==> src/rtl/laser_chaser_pkg.sv <==
// ---------------------------------------------------------------------------
// laser_chaser_pkg
// Shared camera geometry defaults and the frame recovery FSM state encoding.
// Revision: 1.0 - initial release
// ---------------------------------------------------------------------------
`default_nettype none

package laser_chaser_pkg;

  // Default camera geometry (QVGA, RGB565)
  localparam int CAM_H_PIXELS = 320;
  localparam int CAM_V_PIXELS = 240;
  localparam int CAM_PIXEL_W  = 16;

  // Frame recovery states: waiting for a frame boundary, inside a frame,
  // and past the last legal pixel of a frame.
  typedef enum logic [1:0] {
    SYNC    = 2'd0,
    ACTIVE  = 2'd1,
    OVERRUN = 2'd2
  } frame_state_t;

endpackage

`default_nettype wire

==> src/rtl/rising_edge_detect.sv <==
// ---------------------------------------------------------------------------
// rising_edge_detect
// Produces a one-cycle pulse in the cycle where level_in goes from low to high.
// Revision: 1.0 - initial release
// ---------------------------------------------------------------------------
`default_nettype none

module rising_edge_detect (
  input  logic clk_in,
  input  logic rst_in,
  input  logic level_in,
  output logic pulse_out
);

  logic level_prev;

  // Remember last cycle's level so a held-high strobe only fires once
  always_ff @(posedge clk_in) begin
    if (rst_in) begin
      level_prev <= 1'b0;
    end else begin
      level_prev <= level_in;
    end
  end

  assign pulse_out = level_in & ~level_prev;

endmodule

`default_nettype wire

==> src/rtl/frame_recover.sv <==
// ---------------------------------------------------------------------------
// frame_recover
// Recovers raster position from a camera pixel strobe and end-of-frame
// marker. Frames are only trusted after the first frame_done_in; short and
// overlong frames are flagged on frame_error_out.
// Optional: define FRAME_RECOVER_STATS_EN to add per-frame statistics ports.
// Revision: 1.0 - initial release
// ---------------------------------------------------------------------------
`default_nettype none

module frame_recover
  import laser_chaser_pkg::*;
#(
  parameter int H_PIXELS = CAM_H_PIXELS,
  parameter int V_PIXELS = CAM_V_PIXELS,
  parameter int PIXEL_W  = CAM_PIXEL_W,
  parameter int MIRROR_H = 0,
  localparam int HCOUNT_W = $clog2(H_PIXELS),
  localparam int VCOUNT_W = $clog2(V_PIXELS)
) (
  input  logic                clk_in,
  input  logic                rst_in,
  input  logic                valid_pixel_in,
  input  logic [PIXEL_W-1:0]  pixel_in,
  input  logic                frame_done_in,
  output logic [PIXEL_W-1:0]  pixel_out,
  output logic                data_valid_out,
  output logic [HCOUNT_W-1:0] hcount_out,
  output logic [VCOUNT_W-1:0] vcount_out,
  output logic                frame_start_out,
  output logic                frame_done_out,
  output logic                frame_error_out
`ifdef FRAME_RECOVER_STATS_EN
  ,
  output logic [15:0]         frame_count_out,
  output logic [19:0]         last_pixel_count_out
`endif
);

  localparam logic [HCOUNT_W-1:0] H_LAST = HCOUNT_W'(H_PIXELS - 1);
  localparam logic [VCOUNT_W-1:0] V_LAST = VCOUNT_W'(V_PIXELS - 1);

  frame_state_t        state;
  logic [HCOUNT_W-1:0] hcount;       // column of the next pixel to accept
  logic [VCOUNT_W-1:0] vcount;       // line of the next pixel to accept
  logic                overrun_err;  // pixels arrived after the last legal one
  logic                strobe_edge;

  rising_edge_detect u_strobe_edge (
    .clk_in    (clk_in),
    .rst_in    (rst_in),
    .level_in  (valid_pixel_in),
    .pulse_out (strobe_edge)
  );

  // Frame FSM: raster counting, pixel output register and frame pulses
  always_ff @(posedge clk_in) begin
    if (rst_in) begin
      state           <= SYNC;
      hcount          <= '0;
      vcount          <= '0;
      overrun_err     <= 1'b0;
      pixel_out       <= '0;
      data_valid_out  <= 1'b0;
      hcount_out      <= '0;
      vcount_out      <= '0;
      frame_start_out <= 1'b0;
      frame_done_out  <= 1'b0;
      frame_error_out <= 1'b0;
    end else begin
      data_valid_out  <= 1'b0;
      frame_start_out <= 1'b0;
      frame_done_out  <= 1'b0;
      frame_error_out <= 1'b0;
      case (state)
        SYNC: begin
          // First frame boundary seen: the next pixel is (0,0)
          if (frame_done_in) begin
            state       <= ACTIVE;
            hcount      <= '0;
            vcount      <= '0;
            overrun_err <= 1'b0;
          end
        end
        ACTIVE, OVERRUN: begin
          if (frame_done_in) begin
            // End of frame wins over a coincident strobe edge
            frame_done_out  <= 1'b1;
            // Still ACTIVE means the frame never reached its last pixel
            frame_error_out <= (state == ACTIVE) | overrun_err;
            state           <= ACTIVE;
            hcount          <= '0;
            vcount          <= '0;
            overrun_err     <= 1'b0;
          end else if (strobe_edge) begin
            if (state == OVERRUN) begin
              overrun_err <= 1'b1;
            end else begin
              pixel_out       <= pixel_in;
              data_valid_out  <= 1'b1;
              hcount_out      <= (MIRROR_H != 0) ? (H_LAST - hcount) : hcount;
              vcount_out      <= vcount;
              frame_start_out <= (hcount == '0) && (vcount == '0);
              if (hcount == H_LAST) begin
                hcount <= '0;
                if (vcount == V_LAST) begin
                  vcount <= '0;
                  state  <= OVERRUN;
                end else begin
                  vcount <= vcount + 1'b1;
                end
              end else begin
                hcount <= hcount + 1'b1;
              end
            end
          end
        end
        default: state <= SYNC;
      endcase
    end
  end

`ifdef FRAME_RECOVER_STATS_EN
  logic [19:0] pixel_count;  // pixels received this frame, overrun included

  // Per-frame statistics, latched alongside frame_done_out
  always_ff @(posedge clk_in) begin
    if (rst_in) begin
      pixel_count          <= '0;
      frame_count_out      <= '0;
      last_pixel_count_out <= '0;
    end else if (frame_done_in) begin
      pixel_count <= '0;
      if (state != SYNC) begin
        frame_count_out      <= frame_count_out + 16'd1;
        last_pixel_count_out <= pixel_count;
      end
    end else if (strobe_edge && (state != SYNC) && (pixel_count != 20'hFFFFF)) begin
      pixel_count <= pixel_count + 20'd1;
    end
  end
`endif

endmodule

`default_nettype wire

==> config.mk <==
export PLATFORM = sky130hd
export DESIGN_NAME = frame_recover
export DESIGN_NICKNAME = d
export VERILOG_FILES = /design/src/rtl/laser_chaser_pkg.sv /design/src/rtl/rising_edge_detect.sv /design/src/rtl/frame_recover.sv
export SDC_FILE = /design/constraint.sdc
export NUM_CORES = 1
export LEC_CHECK = 0
export BUFFER_PORTS_ARGS = -buffer_cell sky130_fd_sc_hd__buf_2
export CAP_MARGIN = 10
export CORE_MARGIN = 3
export CORE_UTILIZATION = 30
export CTS_BUF_LIST = sky130_fd_sc_hd__clkbuf_8 sky130_fd_sc_hd__clkbuf_16
export DETAILED_ROUTE_END_ITERATION = 16
export GPL_TIMING_DRIVEN = 0
export HOLD_SLACK_MARGIN = 0.1
export SKIP_CTS_REPAIR_TIMING = 1
export SLEW_MARGIN = 15
export SYNTH_ARGS = -nofsm -noshare
export SYNTH_HDL_FRONTEND = slang
export SYNTH_HIERARCHICAL = 1
export SYNTH_SLANG_ARGS = --single-unit
==> constraint.sdc <==
create_clock -name clk_in -period 2.4 [get_ports clk_in]
set_input_delay 0.36 -clock clk_in [delete_from_list [all_inputs] [get_ports clk_in]]
set_output_delay 0.36 -clock clk_in [all_outputs]
set_load 0.01 [all_outputs]
### After elaboration in Yosys (flattened, before gate mapping)

Cells that the tools add are included.

* flip-flop bits (word level): 58
* bits of input ports: 20
* output and inout bits: 37
* logic and storage cells: 73

* add/subtract/negate cells: 2
* eq/ne operators: 10
* muxes and demuxes: 27
* bitwise gates (word level): 7
* reduce and logical (&&, ||, !) cells: 15

Operators by type and width (count)
* 8-bit 2-to-1 mux: 6
* 9-bit 2-to-1 mux: 5
* 9-bit case mux with 2 select lines: 1
* 8-bit case mux with 2 select lines: 1
* 3-bit inequality test, second input constant: 5
* 2-bit 2-to-1 mux: 6
* 4-bit AND reduction: 3
* 5-bit AND reduction: 2
* 9-bit by 1-bit adder with 9-bit output, second input constant: 1
* 9-bit == test, second input constant: 1
* 9-bit zero test: 1
* 8-bit by 1-bit adder with 8-bit output, second input constant: 1
* 8-bit == test, second input constant: 1
* 8-bit zero test: 1
* 1-bit 2-to-1 mux: 6
* 1-bit inverter: 5
* 5-bit OR reduction: 1
* 2-bit case mux with 2 select lines: 1
* 2-bit OR reduction: 2
* 4-bit OR reduction: 1
* 3-bit OR reduction: 1
* 2-bit by 1-bit == test with 1-bit output, second input constant: 1
* 2-bit == test, second input constant: 1
* 2-bit zero test: 1
* 6 further kinds: 6

### Depth between registers and ports, before layout

* word-level depth: 7
* gate-level depth with buffers: 9
* gate-level depth less buffers: 7

### Cells and area by module

The synthesis kept the hierarchy.

By module, submodules not included
* frame_recover: times used 1, cells an instance 295, area an instance 2411.1 µm², sequential area each 1141.1 µm²
* rising_edge_detect: times used 1, cells an instance 3, area an instance 47.5 µm², sequential area each 20.0 µm²

### Least setup slack after synthesis

OpenSTA, ideal clock, no wires.

* path kind: register to register
* start: reg state[0]
* end: reg vcount[6]
* setup time: 70 ps
* arrival: 2068 ps
* path slack: 261 ps
* cell stages (with the launch flop): 9
* path buffers: 1
* period minus slack after synthesis: 2139 ps
* path through: dfxtp_1 inv_1 ha_1 nand2b_1 buf_6 or3_4 nor4_4 or4b_1 a21oi_1

* longest elaborated chain between the ends: 4
* elaborated cells on any way between the ends: 11
* classes of those cells: eq/ne: 6; mux: 1; reduce/logical: 4

RTL lines
* from (decl): RTL line frame_recover.sv:43 `frame_state_t state;`
* from (signal assigned): RTL line frame_recover.sv:59 `state <= SYNC;`
* from (signal assigned): RTL line frame_recover.sv:79 `state <= ACTIVE;`
* from (signal assigned): RTL line frame_recover.sv:91 `state <= ACTIVE;`
* 2-bit by 1-bit == test with 1-bit output or 2-bit == test (tied branches): RTL line frame_recover.sv:75, frame_recover.sv:96
* 2-bit OR reduction: RTL line frame_recover.sv:75 `case (state)`
* 3-bit inequality test (no line) or 2-bit nonzero test (tied branches)
* 5-bit AND reduction (no line)
* to (signal assigned): RTL line frame_recover.sv:110 `vcount <= vcount + 1'b1;`
* to (decl): RTL line frame_recover.sv:45 `logic [VCOUNT_W-1:0] vcount;`

Several ways; a longest one is shown, not always the timed one.
A chain may end at the register's enable or synchronous reset.

### Final worst setup path

Same ends and word-level chain as after synthesis.

==> run summary <==
Broken down by cell family, the worst path's largest delay share belongs to simple AND/OR/NAND/NOR gates. The internal portion of the total power is 1550 µW. For the finished layout cell area, the log shows 0.00313 mm².

For this run, the slowest stage of the critical path takes 0.49 ns. The worst-path maximum fanout works out to 10. Wires add up to 6.12 mm. Synthesis-stage register bit count: 58. Summing the sequential cell areas from Yosys gives 47.2% of the chip area. The first detailed-routing pass took 4 iterations. Entering global routing, the biggest net connects 11 pins. Setup repair after global routing could not meet its margin everywhere. The number of vias per cell after detailed routing is 4.72, and the number of input and output port buffers inserted is 56. The area growth from synthesis to layout is 27.2%.

Detailed routing inserted a total of 2,231 vias. Clock-pin slew of the registers on the worst-case setup and hold paths: 0.06 ns. Once detailed placement completed, the half-perimeter wirelength came to 4.31 mm.

Minimum period implied by the final worst setup slack: 2.31 ns. The core region is 0.00785 mm². Headroom to the max-slew limit came out at 66.8%.

The most used flip-flop cell after synthesis is dfxtp_1. The run gives 0 as the antenna cell count. IR analysis of the VDD net gives a maximum drop of 0.000305 V. The run gives 0 as the number of maximum-capacitance violations.

The worst hold path belongs to the class primary input to flip-flop. In the final routed layout, each cell accounts on average for 12.9 µm. The placed cell area was 0.00287 mm²; the maximum clock path buffer count was 2.

The portion of synthesized cell area occupied by the leading cell type is 47.2%. The required time of the critical path is 2.67 ns, and the number of synthesized flops with an enable pin is 0. dfxtp_1 takes more of the synthesized area than any other cell.

In the post-synthesis netlist, the biggest area contributors are dfxtp_1, nand2_1, a21oi_1, ha_1, nor2_1. The tools report the clock sink count as 58. In the finished design, the share of the clock period the worst path needs comes to 96.1%. Setup violations remaining at the end of the flow were counted as 0. The logs give 32 for the number of rows in the core area and 45.1% for the part of the total power dissipated in the clock network. In this run switching power makes up 23.4% of total power. The maximum operating frequency is 434 MHz. For this run, the total global-route usage over all layers was measured as 13.6%. Net count of the mapped netlist: 326.

Once layout is complete, the utilization of the core stands at 39.8%. In this run the vertical extent of the chip is 96.5 µm. The tools report the number of levels in the clock H-tree as 3. The total power was 2030 µW. Summed over all layers, the global routing overflow is 0. The critical path goes through inv_1, ha_4, nand2b_1, buf_6, or3_4, nor4_4, or4b_1, a21oi_2.

TritonCTS built the clock tree. Summed over all cells, the static leakage comes to 0.00123 µW. At the end of routability-driven placement, the weighted congestion stood at 0.823. Clock tree synthesis selected as its root buffer the cell clkbuf_8. The tools report the worst clock skew as 0.00623 ns. The tools report the critical path launch point type as a flip-flop.

After detailed routing, the number of remaining DRC violations is 0. At the later pin of the worst-skew pair, clock insertion delay measures 0.34 ns. Global-route wire length before repair: 9.71 mm. The layout filler cell count is 852, and the portion of total power attributed to combinational logic is 6.4%. The die is 96.5 µm wide. The pin slew with the least headroom to its limit works out to 0.498 ns. Of the cells placed in the final design, the portion with a size suffix greater than 1 is 24.3%.

The smallest hold slack is 0.252 ns. The most common library cell in the layout ignoring fill and taps is nand2_1. Once detail routing completed, the nets flagged for antenna violations numbered 0.

The run gives 89 as the iteration-0 DRC count of the detailed router. Number of hold violations in the final report: 0. The run gives 2,056 as the via count of the first global-routing pass.

57 I/O pins were placed. The worst setup slack for register-to-register paths is 0.09 ns, and the switching component of the power is 475 µW. The number of buffers created by CTS was 9; the net count reported at finish was 394. The start-to-end type of the worst setup path is flip-flop to flip-flop. The number of distinct library cell variants in the gate-level netlist after synthesis is 41, and the initial core utilization is 31.3%. The flow ran to the end, and the final reports show no timing, DRC or antenna violations. The logs give 0.00246 mm² for the cell area after synthesis and 0 for the max-slew violation total from the final report. The number of buffers and inverters on the critical path is 2. The area of the die was 0.00932 mm²; the post-synthesis area per instance was 8.25 µm². Counting flops with an async set or reset pin after synthesis yields a share of 0%. The worst path arrival time was 2.58 ns. In this run, flip-flops and latches consume 48.4% of the power. The synthesis warning total is 6.

The master of the slowest instance on the critical path was or4b_1. Leaving out fill and tap cells, the most frequent cells in the layout are nand2_1, buf_2, dfxtp_1. The worst setup path is captured at a flip-flop. The power per standard cell area was 649 mW/mm²; the count of mapped cells out of synthesis was 298. The run gives 0 as the number of antenna violations at the first check in global routing.
-- through the flow --
stage | TNS (ns) | std cells | setup slack (ns)
3_3_place_gp | -2.33 | 456 | -0.238
5_1_grt | -0.0267 | 473 | -0.0267
2_1_floorplan | 0 | 298 | 0.261
3_5_place_dp | -2.11 | 456 | -0.229
6_report | 0 | 473 | 0.0945
4_1_cts | -2.63 | 472 | -0.270
-- power by group through the flow --
stage / clock, µW / sequential (µW) / combinational, µW
floorplan: 0 / 1010 / 71.5
detailed placement: 0 / 1000 / 121
global placement: 0 / 1000 / 120
finish: 916 / 983 / 130
global route: 976 / 984 / 148
CTS: 943 / 983 / 122
-- cell type report --
type                            count  area, µm²  share of cell area, %
Multi-Input combinational cell    216       1240                   39.6
Sequential cell                    58       1160                   37.2
Timing Repair Buffer               58        295                   9.44
Clock buffer                       11        151                   4.84
Tap cell                          102        128                   4.08
Buffer                             16       71.3                   2.28
Clock inverter                      5       53.8                   1.72
Inverter                            7       26.3                  0.840
-- final timing paths --
path | from | end | cells past startpoint
worst min-delay path | rst_in | u_strobe_edge/level_prev | 2
worst max register to register | state[0] | vcount[6] | 8
worst min register to register | vcount_out[2] | vcount_out[2] | 2
worst max-delay path | state[0] | vcount[6] | 8
-- synthesized netlist by cell type (4+ instances only) --
library cell,n
a21oi_1,41
ha_1,8
nand2_1,76
xor2_1,8
nand3_1,4
inv_1,7
nand4_1,6
clkbuf_1,14
nor4_1,4
dfxtp_1,58
nor2_1,25
o21ai_0,4
-- logic make-up (layout without fill, tap and decap cells) --
| kind of cell | after synthesis | count (layout) | synth area share [%] |
|---|---|---|---|
| compound gates | 57 | 57 | 13.4 |
| xor+xnor | 9 | 9 | 3.21 |
| buf+inv | 24 | 97 | 4.07 |
| simple gates | 142 | 142 | 28.0 |
| fa+ha+maj | 8 | 8 | 4.07 |
| flops | 58 | 58 | 47.2 |
-- registers in the layout, indices dropped and copies added (netlist names) --
name and cells:
frame_start_out 1, state 2, frame_done_out 1, overrun_err 1
data_valid_out 1, pixel_out 16, vcount_out 8, vcount 8
u_strobe_edge/level_prev 1, hcount_out 9, hcount 9, frame_error_out 1
-- layer usage --
layer | up-vias | track usage (%) | wire [µm]
met5 | - | 0 | 0
met4 | 0 | 5.61 | 75
met3 | 8 | 4.42 | 368
met2 | 52 | 20.8 | 2860
met1 | 1020 | 17.6 | 2820
li1 | 1151 | - | -
-- worst reg2reg max path, cell delays in order (launching register included) --
cell      delay, ns
dfxtp_2        0.36
inv_1          0.09
ha_4           0.30
nand2b_1       0.07
buf_6          0.14
or3_4          0.34
nor4_4         0.32
or4b_1         0.50
a21oi_2        0.14
(Power assumes the default switching activity.)
